<file path="config.mk">
export PLATFORM = sky130hd
export DESIGN_NAME = uart_tx_fifo
export DESIGN_NICKNAME = d
export VERILOG_FILES = /design/src/rtl/uart_pkg.sv /design/src/rtl/sync_fifo.sv /design/src/rtl/uart_tx_fifo.sv
export SDC_FILE = /design/constraint.sdc
export NUM_CORES = 1
export LEC_CHECK = 0
export ABC_AREA = 1
export CAP_MARGIN = 20
export CORE_UTILIZATION = 45
export CTS_CLUSTER_SIZE = 28
export DETAILED_ROUTE_END_ITERATION = 6
export GPL_TIMING_DRIVEN = 1
export PLACE_DENSITY_LB_ADDON = 0.3
export SLEW_MARGIN = 20
export SYNTH_ARGS = -nofsm -noshare
export SYNTH_HDL_FRONTEND = slang
export SYNTH_SLANG_ARGS = --single-unit
export TNS_END_PERCENT = 1
</file>
<file path="constraint.sdc">
create_clock -name clk -period 2.2 [get_ports clk]
set_input_delay 0.44 -clock clk [delete_from_list [all_inputs] [get_ports clk]]
set_output_delay 0.44 -clock clk [all_outputs]
set_load 0.05 [all_outputs]
</file>
<file path="src/rtl/uart_pkg.sv">
// Shared constants and send-sequencer state encoding for the UART transmit buffer.
package uart_pkg;

  localparam int BYTE_W = 8;

  typedef enum logic [2:0] {
    S_IDLE  = 3'd0,
    S_LOAD  = 3'd1,
    S_START = 3'd2,
    S_BUSY  = 3'd3,
    S_GAP   = 3'd4
  } tx_fsm_e;

endpackage

</file>
<file path="src/rtl/sync_fifo.sv">
// Generic circular byte FIFO: registered storage, wrapping pointers, separate
// occupancy counter and a sticky overflow flag; flush outranks every other update.
module sync_fifo
  import uart_pkg::*;
#(
  parameter int DEPTH = 16,
  parameter int AW    = 4,
  parameter int W     = BYTE_W
) (
  input  logic          clk,
  input  logic          rst_n,
  input  logic          wr_en,
  input  logic [W-1:0]  wr_data,
  input  logic          rd_en,
  input  logic          flush,
  output logic [W-1:0]  rd_data,
  output logic          full,
  output logic          empty,
  output logic [AW:0]   count,
  output logic          overflow
);

  localparam logic [AW:0]   FULL_CNT = (AW+1)'(DEPTH);
  localparam logic [AW:0]   CNT_ONE  = (AW+1)'(1);
  localparam logic [AW-1:0] PTR_ONE  = AW'(1);

  logic [W-1:0]  r_mem [DEPTH];
  logic [AW-1:0] r_wr_ptr;
  logic [AW-1:0] r_rd_ptr;
  logic [AW:0]   r_count;
  logic          r_overflow;
  logic          w_full;
  logic          w_empty;
  logic          w_push;
  logic          w_pop;

  // Status flags decode the registered count only, so wr_en never reaches them.
  assign w_full   = (r_count == FULL_CNT);
  assign w_empty  = (r_count == '0);
  assign w_push   = wr_en && !w_full && !flush;
  assign w_pop    = rd_en && !w_empty && !flush;

  assign rd_data  = r_mem[r_rd_ptr];
  assign full     = w_full;
  assign empty    = w_empty;
  assign count    = r_count;
  assign overflow = r_overflow;

  always_ff @(posedge clk) begin
    if (w_push) begin
      r_mem[r_wr_ptr] <= wr_data;
    end
  end

  always_ff @(posedge clk or negedge rst_n) begin
    if (!rst_n) begin
      r_wr_ptr   <= '0;
      r_rd_ptr   <= '0;
      r_count    <= '0;
      r_overflow <= 1'b0;
    end else if (flush) begin
      r_wr_ptr   <= '0;
      r_rd_ptr   <= '0;
      r_count    <= '0;
      r_overflow <= 1'b0;
    end else begin
      if (w_push) begin
        r_wr_ptr <= r_wr_ptr + PTR_ONE;
      end
      if (w_pop) begin
        r_rd_ptr <= r_rd_ptr + PTR_ONE;
      end
      case ({w_push, w_pop})
        2'b10:   r_count <= r_count + CNT_ONE;
        2'b01:   r_count <= r_count - CNT_ONE;
        default: r_count <= r_count;
      endcase
      if (wr_en && w_full) begin
        r_overflow <= 1'b1;
      end
    end
  end

endmodule

</file>
<file path="src/rtl/uart_tx_fifo.sv">
// Byte buffer in front of the UART transmitter: queues system writes and hands
// them to the transmitter one at a time via send_en/data_out/tx_done/tx_state.
module uart_tx_fifo
  import uart_pkg::*;
#(
  parameter int DEPTH = 16,
  parameter int AW    = 4
) (
  input  logic              clk,
  input  logic              rst_n,
  input  logic              wr_en,
  input  logic [BYTE_W-1:0] wr_data,
  input  logic              flush,
  output logic              full,
  output logic              empty,
  output logic [AW:0]       count,
  output logic              overflow,
  output logic              send_en,
  output logic [BYTE_W-1:0] data_out,
  input  logic              tx_done,
  input  logic              tx_state
);

  tx_fsm_e           r_state;
  tx_fsm_e           w_next;
  logic              w_pop;
  logic              w_empty;
  logic [BYTE_W-1:0] w_rd_data;
  logic              r_send_en;
  logic [BYTE_W-1:0] r_data_out;

  sync_fifo #(
    .DEPTH (DEPTH),
    .AW    (AW),
    .W     (BYTE_W)
  ) u_fifo (
    .clk      (clk),
    .rst_n    (rst_n),
    .wr_en    (wr_en),
    .wr_data  (wr_data),
    .rd_en    (w_pop),
    .flush    (flush),
    .rd_data  (w_rd_data),
    .full     (full),
    .empty    (w_empty),
    .count    (count),
    .overflow (overflow)
  );

  assign empty    = w_empty;
  assign send_en  = r_send_en;
  assign data_out = r_data_out;

  // Send sequencer; flush never interrupts a byte that has already been popped.
  always_comb begin
    w_next = r_state;
    w_pop  = 1'b0;
    case (r_state)
      S_IDLE: begin
        if (!w_empty && !tx_state) begin
          w_pop  = 1'b1;
          w_next = S_LOAD;
        end else begin
          w_next = S_IDLE;
        end
      end
      S_LOAD:  w_next = S_START;
      S_START: w_next = S_BUSY;
      S_BUSY: begin
        if (tx_done) begin
          w_next = S_GAP;
        end else begin
          w_next = S_BUSY;
        end
      end
      S_GAP:   w_next = S_IDLE;
      default: w_next = S_IDLE;
    endcase
  end

  always_ff @(posedge clk or negedge rst_n) begin
    if (!rst_n) begin
      r_state    <= S_IDLE;
      r_send_en  <= 1'b0;
      r_data_out <= '0;
    end else begin
      r_state   <= w_next;
      r_send_en <= (w_next == S_START);
      if (w_pop) begin
        r_data_out <= w_rd_data;
      end
    end
  end

endmodule

</file>
==> results of run 1 <==
==> stage by stage <==
| step | util (%) | cell area, um2 |
|---|---|---|
| after floorplan | - | 6544 |
| after global placement | 51.62 | 7248 |
| after detailed placement | 51.62 | 7248 |
| after CTS | 55.81 | 7838 |
| after global routing | 56.54 | 7940 |
| final | 56.54 | 7940 |
==> Yosys cell counts (2+ instances only) <==
master / number / area share (%)
clkinv_1: 2 / 0.11
dfrtp_1: 26 / 10
nand3_1: 56 / 4.3
nor2_2: 2 / 0.19
clkbuf_1: 5 / 0.29
buf_4: 6 / 0.69
a21oi_1: 6 / 0.46
o21ai_1: 22 / 1.7
nor3_1: 11 / 0.84
nand2_2: 4 / 0.38
nor2_1: 110 / 6.3
inv_1: 18 / 1.0
edfxtp_1: 128 / 59
buf_2: 10 / 0.77
buf_6: 4 / 0.69
o21ai_0: 37 / 2.8
inv_2: 6 / 0.34
nand2_1: 130 / 7.5
ha_1: 8 / 1.5
==> worst max-delay path, cell delays in order, from the launching register on <==
cell	delay (ns)
dfrtp_2	0.41
nor2_2	0.17
nand3_2	0.14
nand2_1	0.10
inv_1	0.08
nor2_4	0.16
ha_1	0.29
a21oi_1	0.20
nand2_1	0.09
nand2_1	0.07
nand2_1	0.07
inv_1	0.05
nand2_1	0.05
nand2_1	0.07
nand2_1	0.05
nand2_1	0.06
==> cells by family after synthesis <==
group,Yosys count,synth area share [%]
simple gates,316,19.85
flops,154,68.75
compound gates,68,5.321
buf+inv,52,3.981
fa+ha+maj,9,1.837
xor+xnor,2,0.2680
==> final cells by class <==
class	count	area, um2
multi-input combinational	395	1828
timing repair buffer	78	698.2
tap	180	225.2
inverter	26	97.59
clock inverter	11	152.6
clock buffer	20	436.7
sequential	154	4502
fill	1171	6102
==> power by group through the flow <==
stage	Clock, uW	Combinational, uW	Sequential (uW)
finish	2920	1930	3460
global route	3070	2110	3470
CTS	2960	1830	3450
detailed placement	0	1820	3510
global placement	0	1790	3500
floorplan	0	886	3820
==> sequential cells by signal, indices dropped and copies added (netlist names) <==
signal,count
u_fifo.r_mem,128
data_out,8
u_fifo.count,5
u_fifo.r_rd_ptr,4
u_fifo.r_wr_ptr,4
r_state,3
send_en,1
u_fifo.overflow,1
==> placed cells by master, fill, tap and decap left out, drive strengths merged <==
master         Yosys  final
nand3b             1      1
o21ai             59     59
o211ai             1      1
a21oi              6      6
nor3              11     11
edfxtp           128    128
nor2             112    112
clkdlybuf4s50      0     26
nand2            134    134
buf               21     50
bufinv             0      4
inv               24     24
xnor2              1      1
nor4               1      1
clkbuf             5     20
clkinv             2      9
nand3             57     57
fa                 1      1
ha                 8      8
dlymetal6s2s       0      2
o21a               1      1
dfrtp             26     26
xor2               1      1
o31ai              1      1
==> repair_timing <==
action,4_1_cts,5_1_grt
resized for setup,0,16
endpoints found under the setup margin,0,3
setup buffers,0,7
endpoints found under the hold margin,0,0
==> metal layers <==
| layer | vias up | GRT usage (%) | share of wire (%) |
|---|---|---|---|
| met2 | 118 | 34.59 | 49 |
| met4 | 0 | 8.841 | 2.2 |
| met3 | 25 | 5.297 | 5.4 |
| met1 | 2241 | 27.69 | 44 |
| li1 | 2188 | - | - |
| met5 | - | 0 | 0 |
==> final timing paths <==
kind	startpoint	depth (start not counted)	end	slack (ns)
max in group asynchronous	rst_n	2	u_fifo.count[2]	1.52
setup / recovery	u_fifo.count[1]	15	u_fifo.count[4]	0.08
min in group clk	data_out[2]	2	data_out[2]	0.49
hold / removal	rst_n	2	r_state[2]	0.39
setup reg to reg	u_fifo.count[1]	15	u_fifo.count[4]	0.08
hold reg to reg	data_out[2]	2	data_out[2]	0.49
==> impl_metrics.yaml, run 1 <==
cts:
  cts_hold_buf: 0
  worstSkewPairLatency_ns: 0.42
  clock_path_buffers: 2
  numClockSinks: 154
  root_buffer: "clkbuf_16"
  cts_tree: "yes"
  h-tree-depth: 4
  cts_buffers: 17
  clk_pin_slew_worst_paths_ns: 0.06
floorplan:
  core_area_mm2: 0.01404
  die_h_um: 122.5
  initial_core_util_pct: 46.56
  num_rows: 43
  ioPinCount: 31
  design.die.area_mm2: 0.01501
  die_w_um: 122.5
logic_synthesis:
  ys_warn_count: 0
  synthFlopType: "edfxtp_1"
  synth_area_mm2: 0.006538
  synth.distinct_cells: 29
  synthesis.nets: 624
  ys_ff_latch: 154
  synth_edf_count: 128
  ys_seq_area_share_pct: 68.75
  avgSynthCellArea_um2: 10.88
  ys_async_sr_fraction_pct: 16.88
  netlist_instances: 601
global_routing:
  grt_first_pass_wirelength_um: 23430
  antenna_found_initial: 0
  grt-ovfl-total: 0
  grt_pass1_vias: 4549
  grt_usage_pct: 21.43
  grt_max_degree: 49
power:
  power.total_uw: 8304
  vdd_ir_drop_max_mv: 0.7823
  swShare_pct: 29.32
  internal_power_uw: 5869
  switchingPower_uw: 2435
  clkPwrFrac_pct: 35.1
  powerDensity_mw_per_mm2: 1046
  p_leak_uw: 0.003098
  combPwrFrac_pct: 23.2
  p_seq_share_pct: 41.6
detailed_routing:
  first_iter_violations: 316
  via_per_inst: 5.292
  drc_errors: 0
  wl_per_cell_um: 16.77
  drtPass1Iterations: 5
  ant_nets: 0
  drt_wl_total_um: 14490
  vias: 4572
timing:
  final.setup.worst_slack_ns: 0.08367
  hold_ws_ns: 0.3946
  finalSetupTns_ns: 0
  max_freq_mhz: 472.5
  rsz0062_at_grt: "yes"
  fin_crit_sh_pct: 96.20
  max_slew_margin_pct: 56.38
  worst-slew-pin-transition_ns: 0.6522
  hold_viol_final: 0
  finalClockSkew_ns: 0.009737
  min_period_ns: 2.116
  finalSetupViolations: 0
  slew_viol_final: 0
placement:
  portBuffers: 30
  place_inst: 826
  gp_congestion: 0.8921
  place_ws_ns: -0.3505
  dpl.hpwl_um: 9324
finish:
  final_nets: 695
  layout-drive-gt1-share_pct: 14.91
  final_cells: 864
  n_antenna_cell: 0
  area_growth_pct: 21.45
min_path:
  hold_class: "input port to asynchronous set/reset pin"
status:
  outcome: "finished clean"
critical_path:
  required_ns: 2.55
  arrival_ns: 2.47
  startpoint_type: "flip-flop"
  cp-end-kind: "flip-flop"
  worstPathMaxFanout: 4
  crit_type: "flip-flop to flip-flop"
run:
  drv_cap: 0
(Power assumes the default switching activity.)
==> run 2, diff against run 1 <==
--- a/config.mk
+++ b/config.mk
@@ -7,7 +7,7 @@
 export LEC_CHECK = 0
 export ABC_AREA = 1
 export CAP_MARGIN = 20
-export CORE_UTILIZATION = 45
+export CORE_UTILIZATION = 43
 export CTS_CLUSTER_SIZE = 28
 export DETAILED_ROUTE_END_ITERATION = 6
 export GPL_TIMING_DRIVEN = 1
==> run 2 against run 1 <==
Effect of this change: sequential power about the same; register-to-register slack improved by 0.05 ns; flip-flop and latch count did not move; routed wire length is 0.77% higher; critical endpoint is now count[3].
==> impl_metrics.yaml, run 2 (synthesis results as in run 1) <==
finish:
  layout_common_cells: "nand2_1, edfxtp_1, nor2_1"
  multi_input_area_mm2: 0.001844
  seq_area_mm2: 0.004502
  post-route-util_pct: 53.68
  nFillCells: 1239
  area_growth_pct: 20.69
  n_antenna_cell: 0
  largest-register: "u_fifo.r_mem"
  largest_register_ffs: 128
  final_nets: 695
  layout-drive-gt1-share_pct: 15.77
placement:
  portBuffers: 30
  dpl.hpwl_um: 9607
  gp_congestion: 0.8653
global_routing:
  grtUsageMet1_pct: 24.23
  use_met2_pct: 34.11
  grt_max_degree: 37
  antenna_found_initial: 0
  busiest_layer: "met2"
  met3_usage_pct: 3.937
  grt-ovfl-total: 0
  grt_first_pass_wirelength_um: 22950
  grt_pass1_vias: 4525
  grt_usage_pct: 19.69
cts:
  worstSkewPairLatency_ns: 0.43
  cts_hold_buf: 0
  h-tree-depth: 4
  root_buffer: "clkbuf_16"
  numClockSinks: 154
  cts_tree: "yes"
  clock_path_buffers: 2
  cts_buffers: 17
  clk_pin_slew_worst_paths_ns: 0.06
critical_path:
  worstPathMaxFanout: 4
  crit_type: "flip-flop to output port"
  path_buf_inv: 1
  required_ns: 1.76
  reg2reg_depth: 16
  r2r_end: "u_fifo.count[4]"
  arrival_ns: 1.68
  path_cells: "clkdlybuf4s50_1"
  cpPeakStageDelay_ns: 0.83
  startpoint_type: "flip-flop"
  reg2reg_slack_ns: 0.13
  reg2reg_from: "r_state[2]"
  cp-end-kind: "output port"
  cpMaxStageDelayCell: "clkdlybuf4s50_1"
  cp_top_family: "buffers and inverters"
timing:
  rsz0062_at_grt: "yes"
  worst-slew-pin-transition_ns: 0.6914
  slew_viol_final: 0
  fin_crit_sh_pct: 96.58
  min_period_ns: 2.125
  hold_viol_final: 0
  max_slew_margin_pct: 53.76
  max_freq_mhz: 470.6
  finalSetupViolations: 0
  finalClockSkew_ns: 0.009230
  hold_ws_ns: 0.4028
floorplan:
  ioPinCount: 31
  initial_core_util_pct: 44.48
  design.die.area_mm2: 0.01570
  die_w_um: 125.3
  core_area_mm2: 0.01470
  num_rows: 44
  die_h_um: 125.3
detailed_routing:
  wl_per_cell_um: 16.80
  drtPass1Iterations: 6
  ant_nets: 0
  drc_errors: 0
  vias: 4538
  drt_wl_total_um: 14600
  via_per_inst: 5.222
  first_iter_violations: 333
power:
  powerDensity_mw_per_mm2: 1026
  p_leak_uw: 0.003062
  vdd_ir_drop_max_mv: 0.7446
min_path:
  hold_class: "input port to asynchronous set/reset pin"
run:
  drv_cap: 0
status:
  outcome: "finished clean"
-- run 2: cell count changes in the layout (fill, tap and decap cells not counted), moves of 2 or more --
cell	delta
buf_4	+3
clkbuf_1	-3
inv_6	+2
bufinv_16	-2
buf_12	-3
clkinv_2	+2
clkinvlp_4	+2
-- run 2: layer usage --
metal	part of all wire, %	up-vias
met5	0	-
met4	2.0	0
met3	5.0	27
met2	51	139
met1	42	2172
li1	-	2200
-- run 2: stage by stage --
step	total power [uW]	area [um2]	std cells	setup TNS, ns	worst slack (ns)
after global placement	5269	7238	833	-0.4246	-0.2195
after detailed placement	5301	7238	833	-0.8738	-0.3460
after floorplan	4711	6544	601	0	0.05424
after global routing	8416	7890	869	-0.05841	-0.05841
final	8095	7890	869	0	0.07515
after CTS	8037	7796	865	0	0.04139
-- run 2: final cells by class --
class,instances,share of cell area (%)
clock inverters,15,1.649
well taps,184,2.918
clock buffers,17,5.392
repair buffers,78,8.373
flip-flops and latches,154,57.06
multi-input cells,395,23.37
inverters,26,1.237
-- run 2: where the power goes --
| group | internal (uW) | switching, uW |
|---|---|---|
| Combinational | 640 | 1270 |
| Sequential | 3320 | 107 |
| Clock | 1640 | 1110 |
| Total | 5610 | 2490 |
-- run 2: how the worst max path moves through the flow --
stage                    start               to  slack [ns]  cells after the start
3_5_place_dp          tx_state  u_fifo.count[4]       -0.35                     15
2_1_floorplan  u_fifo.count[1]  u_fifo.count[4]        0.05                     14
6_report       u_fifo.count[3]         count[3]        0.08                      1
5_1_grt             r_state[2]  u_fifo.count[4]       -0.06                     16
3_3_place_gp          tx_state  u_fifo.count[4]       -0.22                     17
4_1_cts        u_fifo.count[0]         count[0]        0.04                      2
-- run 2: timing repair --
| item | in CTS | in global routing |
|---|---|---|
| setup endpoints to repair | 1 | 2 |
| pin swaps | 0 | 9 |
| setup buffers | 0 | 4 |
| gates resized for setup | 1 | 17 |
==> run 3, diff against run 2 <==
--- a/config.mk
+++ b/config.mk
@@ -12,7 +12,6 @@
 export DETAILED_ROUTE_END_ITERATION = 6
 export GPL_TIMING_DRIVEN = 1
 export PLACE_DENSITY_LB_ADDON = 0.3
-export SLEW_MARGIN = 20
 export SYNTH_ARGS = -nofsm -noshare
 export SYNTH_HDL_FRONTEND = slang
 export SYNTH_SLANG_ARGS = --single-unit
==> results of run 3 <==
Final layout, timing and power as in run 2 (identical DEF).
==> RTL edit 1, RTL diff (config.mk and constraints of run 2) <==
`DEPTH` is set to 16 in 2 places; all go to 32.
--- a/src/rtl/sync_fifo.sv
+++ b/src/rtl/sync_fifo.sv
@@ -4,5 +4,5 @@
   import uart_pkg::*;
 #(
-  parameter int DEPTH = 16,
+  parameter int DEPTH = 32,
   parameter int AW    = 4,
   parameter int W     = BYTE_W
--- a/src/rtl/uart_tx_fifo.sv
+++ b/src/rtl/uart_tx_fifo.sv
@@ -4,5 +4,5 @@
   import uart_pkg::*;
 #(
-  parameter int DEPTH = 16,
+  parameter int DEPTH = 32,
   parameter int AW    = 4
 ) (
Formal check against the unedited RTL: not equivalent (a bounded check fails within 4 cycles, from zero or initial values and one cycle with rst_n low).
==> RTL edit 1 against run 2 <==
Die area up 4.9%. Sequential cell count unchanged. Worst hold slack about the same. Setup slack worse by 8.7 ps. Routed wire length up 1.0%. Clock power down 3%. Power down 12%. Synthesized area up 4.9%. Utilization down 0.74 points. Final area up 3.1%. Critical path type unchanged. Critical endpoint is now count[1]. Largest cell class unchanged. Largest power group unchanged.
==> RTL edit 1: results <==
outcome:
  status: "finished clean"
place:
  hpwl_um: 9850
  gp_congestion: 0.930
  portBuffers: 30
  dp.cells: 939
synthesis:
  synth_area_leaders: "edfxtp_1, nand2_1, dfrtp_1"
  synth_compound_area_share_pct: 1.13
  syn_nets: 710
  synth_seq_area_share_pct: 65.5
  yosys-top-cells-count: "nand2_1, edfxtp_1, nand3_1, inv_1, dfrtp_1"
  synth_xor_area_share_pct: 0.255
  yosys.area_share.adder_pct: 1.75
  synth.area.mux_share_pct: 0
  postSynthAreaPerCell_um2: 9.99
  synth.distinct_cells: 28
critical_path:
  critical-path-top-delay-family: "buffers and inverters"
  crit_slowest_cell: "clkdlybuf4s50_1"
  r2r_cells: 14
  cp_max_fo: 4
global_route:
  grt_max_degree: 67
  grt_usage_pct: 19.4
  first_global_vias: 4720
  grt_pass1_wl_um: 23700
  antenna_found_initial: 0
route:
  wl_per_cell_um: 15.2
  firstDrtPassIters: 6
  drt_iter0_markers: 400
  via_count: 4779
  drt-total-wl_um: 14800
  drc_errors: 0
cts:
  clk_latency_ps: 420
  clk_pin_slew_ps: 60
  clk_root_buffer_cell: "clkbuf_16"
timing:
  fin_skew_ps: 9.08
  maxSlewHeadroom_pct: 48.5
finish:
  drive_above_1_share_pct: 10.9
  diodes: 0
  largest_reg_flops: 128
  finish.net_count: 770
power:
  ir_drop_mv: 0.650
  p_leak_nw: 3.55
## RTL edit 1: metrics by stage
stage,TNS [ps],util (%),setup slack [ps],hold slack (ps),instance area (um2)
finish,0,52.9,66.4,403,8140
global route,-0.840,52.9,-0.840,431,8140
CTS,0,52.9,29.5,400,8130
detailed placement,-3670,49.4,-203,475,7590
global placement,-951,49.4,-148,468,7590
floorplan,0,-,25.9,144,6860
## RTL edit 1: repair_timing
item | 4_1_cts | 5_1_grt
resized for setup | 0 | 3
hold endpoints to repair | 0 | 0
setup endpoints to repair | 0 | 3
## RTL edit 1: worst paths after layout
path                            slack (ps)                        endpoint                        start
max in group asynchronous             1510  u_fifo.r_rd_ptr[0]$_DFFE_PN0P_                        rst_n
min in group clk                       490         data_out[6]$_DFFE_PN0N_      data_out[6]$_DFFE_PN0N_
worst min register to register         490         data_out[6]$_DFFE_PN0N_      data_out[6]$_DFFE_PN0N_
worst max-delay path                    70                        count[1]  u_fifo.count[1]$_DFFE_PN0P_
worst max register to register         200     u_fifo.count[4]$_DFFE_PN0P_  u_fifo.count[1]$_DFFE_PN0P_
worst min-delay path                   400     u_fifo.overflow$_DFFE_PN0P_                        rst_n
## RTL edit 1: layout make-up
type	count	area [um2]
fill	1325	7230
sequential	154	4500
multi-input combinational	418	1880
timing repair buffer	71	643
clock buffer	18	429
inverter	85	319
tap	211	264
clock inverter	12	109
## RTL edit 1: power by group
part / leakage [nW] / internal (mW) / switching (mW) / total (mW)
combinational: 1.79 / 0.349 / 0.711 / 1.06
clock: 0.267 / 1.63 / 1.05 / 2.68
sequential: 1.50 / 3.28 / 0.0847 / 3.36
## RTL edit 1: routing by layer
layer	GRT usage [%]	vias up	routed length, um
li1	-	2346	-
met1	24.3	2280	6350
met2	32.4	131	7370
met3	4.34	22	734
met4	8.44	0	297
met5	0	-	0
==> RTL edit 2, RTL diff (settings of run 2) <==
Without the edit above. The 5 states of `tx_fsm_e` get a one-hot encoding in 5 bits.
--- a/src/rtl/uart_pkg.sv
+++ b/src/rtl/uart_pkg.sv
@@ -4,10 +4,10 @@
   localparam int BYTE_W = 8;
 
-  typedef enum logic [2:0] {
-    S_IDLE  = 3'd0,
-    S_LOAD  = 3'd1,
-    S_START = 3'd2,
-    S_BUSY  = 3'd3,
-    S_GAP   = 3'd4
+  typedef enum logic [4:0] {
+    S_IDLE  = 5'b00001,
+    S_LOAD  = 5'b00010,
+    S_START = 5'b00100,
+    S_BUSY  = 5'b01000,
+    S_GAP   = 5'b10000
   } tx_fsm_e;
 
Check against the original RTL: no difference found for any inputs over 4 cycles, from zero or initial values and one cycle with rst_n low; so few cycles prove little.
==> RTL edit 2 against run 2 <==
Setup slack worse by 9.8 ps. Sequential cell count is 2 higher. Fmax is 0.46% lower. Final area up 0.32%. Synthesized area rose by 1.5%. Routed wire length grew 3.0%. Global-route usage up 0.90 points. Power increased by 0.40%. Largest cell class unchanged.
==> RTL edit 2: results <==
route:
  drt_iter0_markers: 393
  viasPerCell: 5.32
  wl_per_cell_um: 17.4
  drt-total-wl_um: 15000
  firstDrtPassIters: 5
place:
  gp_congestion: 0.841
  post_dp_cell_area_mm2: 0.00731
  dp_slack_ps: -252
  dp.cells: 828
  hpwl_um: 10100
finish:
  fillers: 1262
  multi_input_area_mm2: 0.00183
  drive_above_1_share_pct: 14.4
  seq_cells: 156
  final-clk-cell-share_pct: 7.27
  layout.nonclk_buf_share_pct: 8.08
  finish.net_count: 684
  inverters: 24
  largest_reg_flops: 128
  multi_input_cells: 386
  regMostFlops: "u_fifo.r_mem"
  n_all_buffers: 76
  clkbuf_count: 26
  seqCellArea_mm2: 0.00455
  stdcell_area_mm2: 0.00792
global_route:
  grt_pass1_wl_um: 24300
  grt_max_degree: 29
  grt_usage_pct: 20.6
  first_global_vias: 4461
synthesis:
  synth-async-reset-ratio_pct: 17.9
  synth_compound_area_share_pct: 7.11
  yosys-top-cells-count: "nor2_1, edfxtp_1, nand2_1, nand3_1, o21ai_0"
  synth_cells: 594
  synth.distinct_cells: 30
  syn_nets: 617
  synth_area_leaders: "edfxtp_1, dfrtp_1, nor2_1"
  yosys.area_share.adder_pct: 1.81
  synth_seq_area_share_pct: 68.5
power:
  p_seq_mw: 3.46
  pg_comb_mw: 1.87
  p_int_mw: 5.68
  power.density_mw_per_mm2: 1030
  ir_drop_mv: 0.703
  p_leak_nw: 3.02
timing:
  maxSlewHeadroom_pct: 48.7
  min_period_ps: 2130
  setup_viol: 0
  fin_skew_ps: 12.2
critical_path:
  startpoint: "u_fifo.count[0]$_DFFE_PN0P_"
  rrSetupSlack_ps: 150
  endpoint: "count[0]"
  worstReg2RegStart: "r_state[0]$_DFF_PN1_"
cts:
  numCtsBuffers: 17
  clock_path_buffers: 2
  clk_root_buffer_cell: "clkbuf_16"
  post_cts_resized: 2
  cts_setup_buffers: 0
outcome:
  status: "finished clean"
-- RTL edit 2: cell types whose count changed in the layout (fill, tap and decap cells not counted), moves of 3 or more --
cell,before,now
dfrtp_1,20,25
nand2_1,128,71
nor2_1,107,139
inv_2,8,4
clkbuf_1,0,3
clkinv_1,8,5
nand3_1,53,50
o21ai_1,22,32
dfrtp_2,6,2
o21ai_0,37,41
o211ai_1,1,8
clkbuf_8,0,6
-- RTL edit 2: layer usage --
metal / GRT usage, % / part of all wire (%) / vias to the layer above
li1: - / - / 2193
met1: 28.3 / 44 / 2219
met2: 32.4 / 48 / 153
met3: 4.50 / 6.4 / 17
met4: 7.30 / 1.5 / 0
met5: 0 / 0 / -
-- RTL edit 2: stage by stage --
stage                     hold slack (ps)  utilization, %
after floorplan                       144               -
after global placement                472            48.2
after detailed placement              478            48.2
after CTS                             407            52.1
after global routing                  428            52.3
final                                 408            52.3
-- RTL edit 2: critical path, stage by stage (launching register included) --
cell and delay (ps):
dfrtp_1 360, buf_4 130, clkdlybuf4s50_1 790
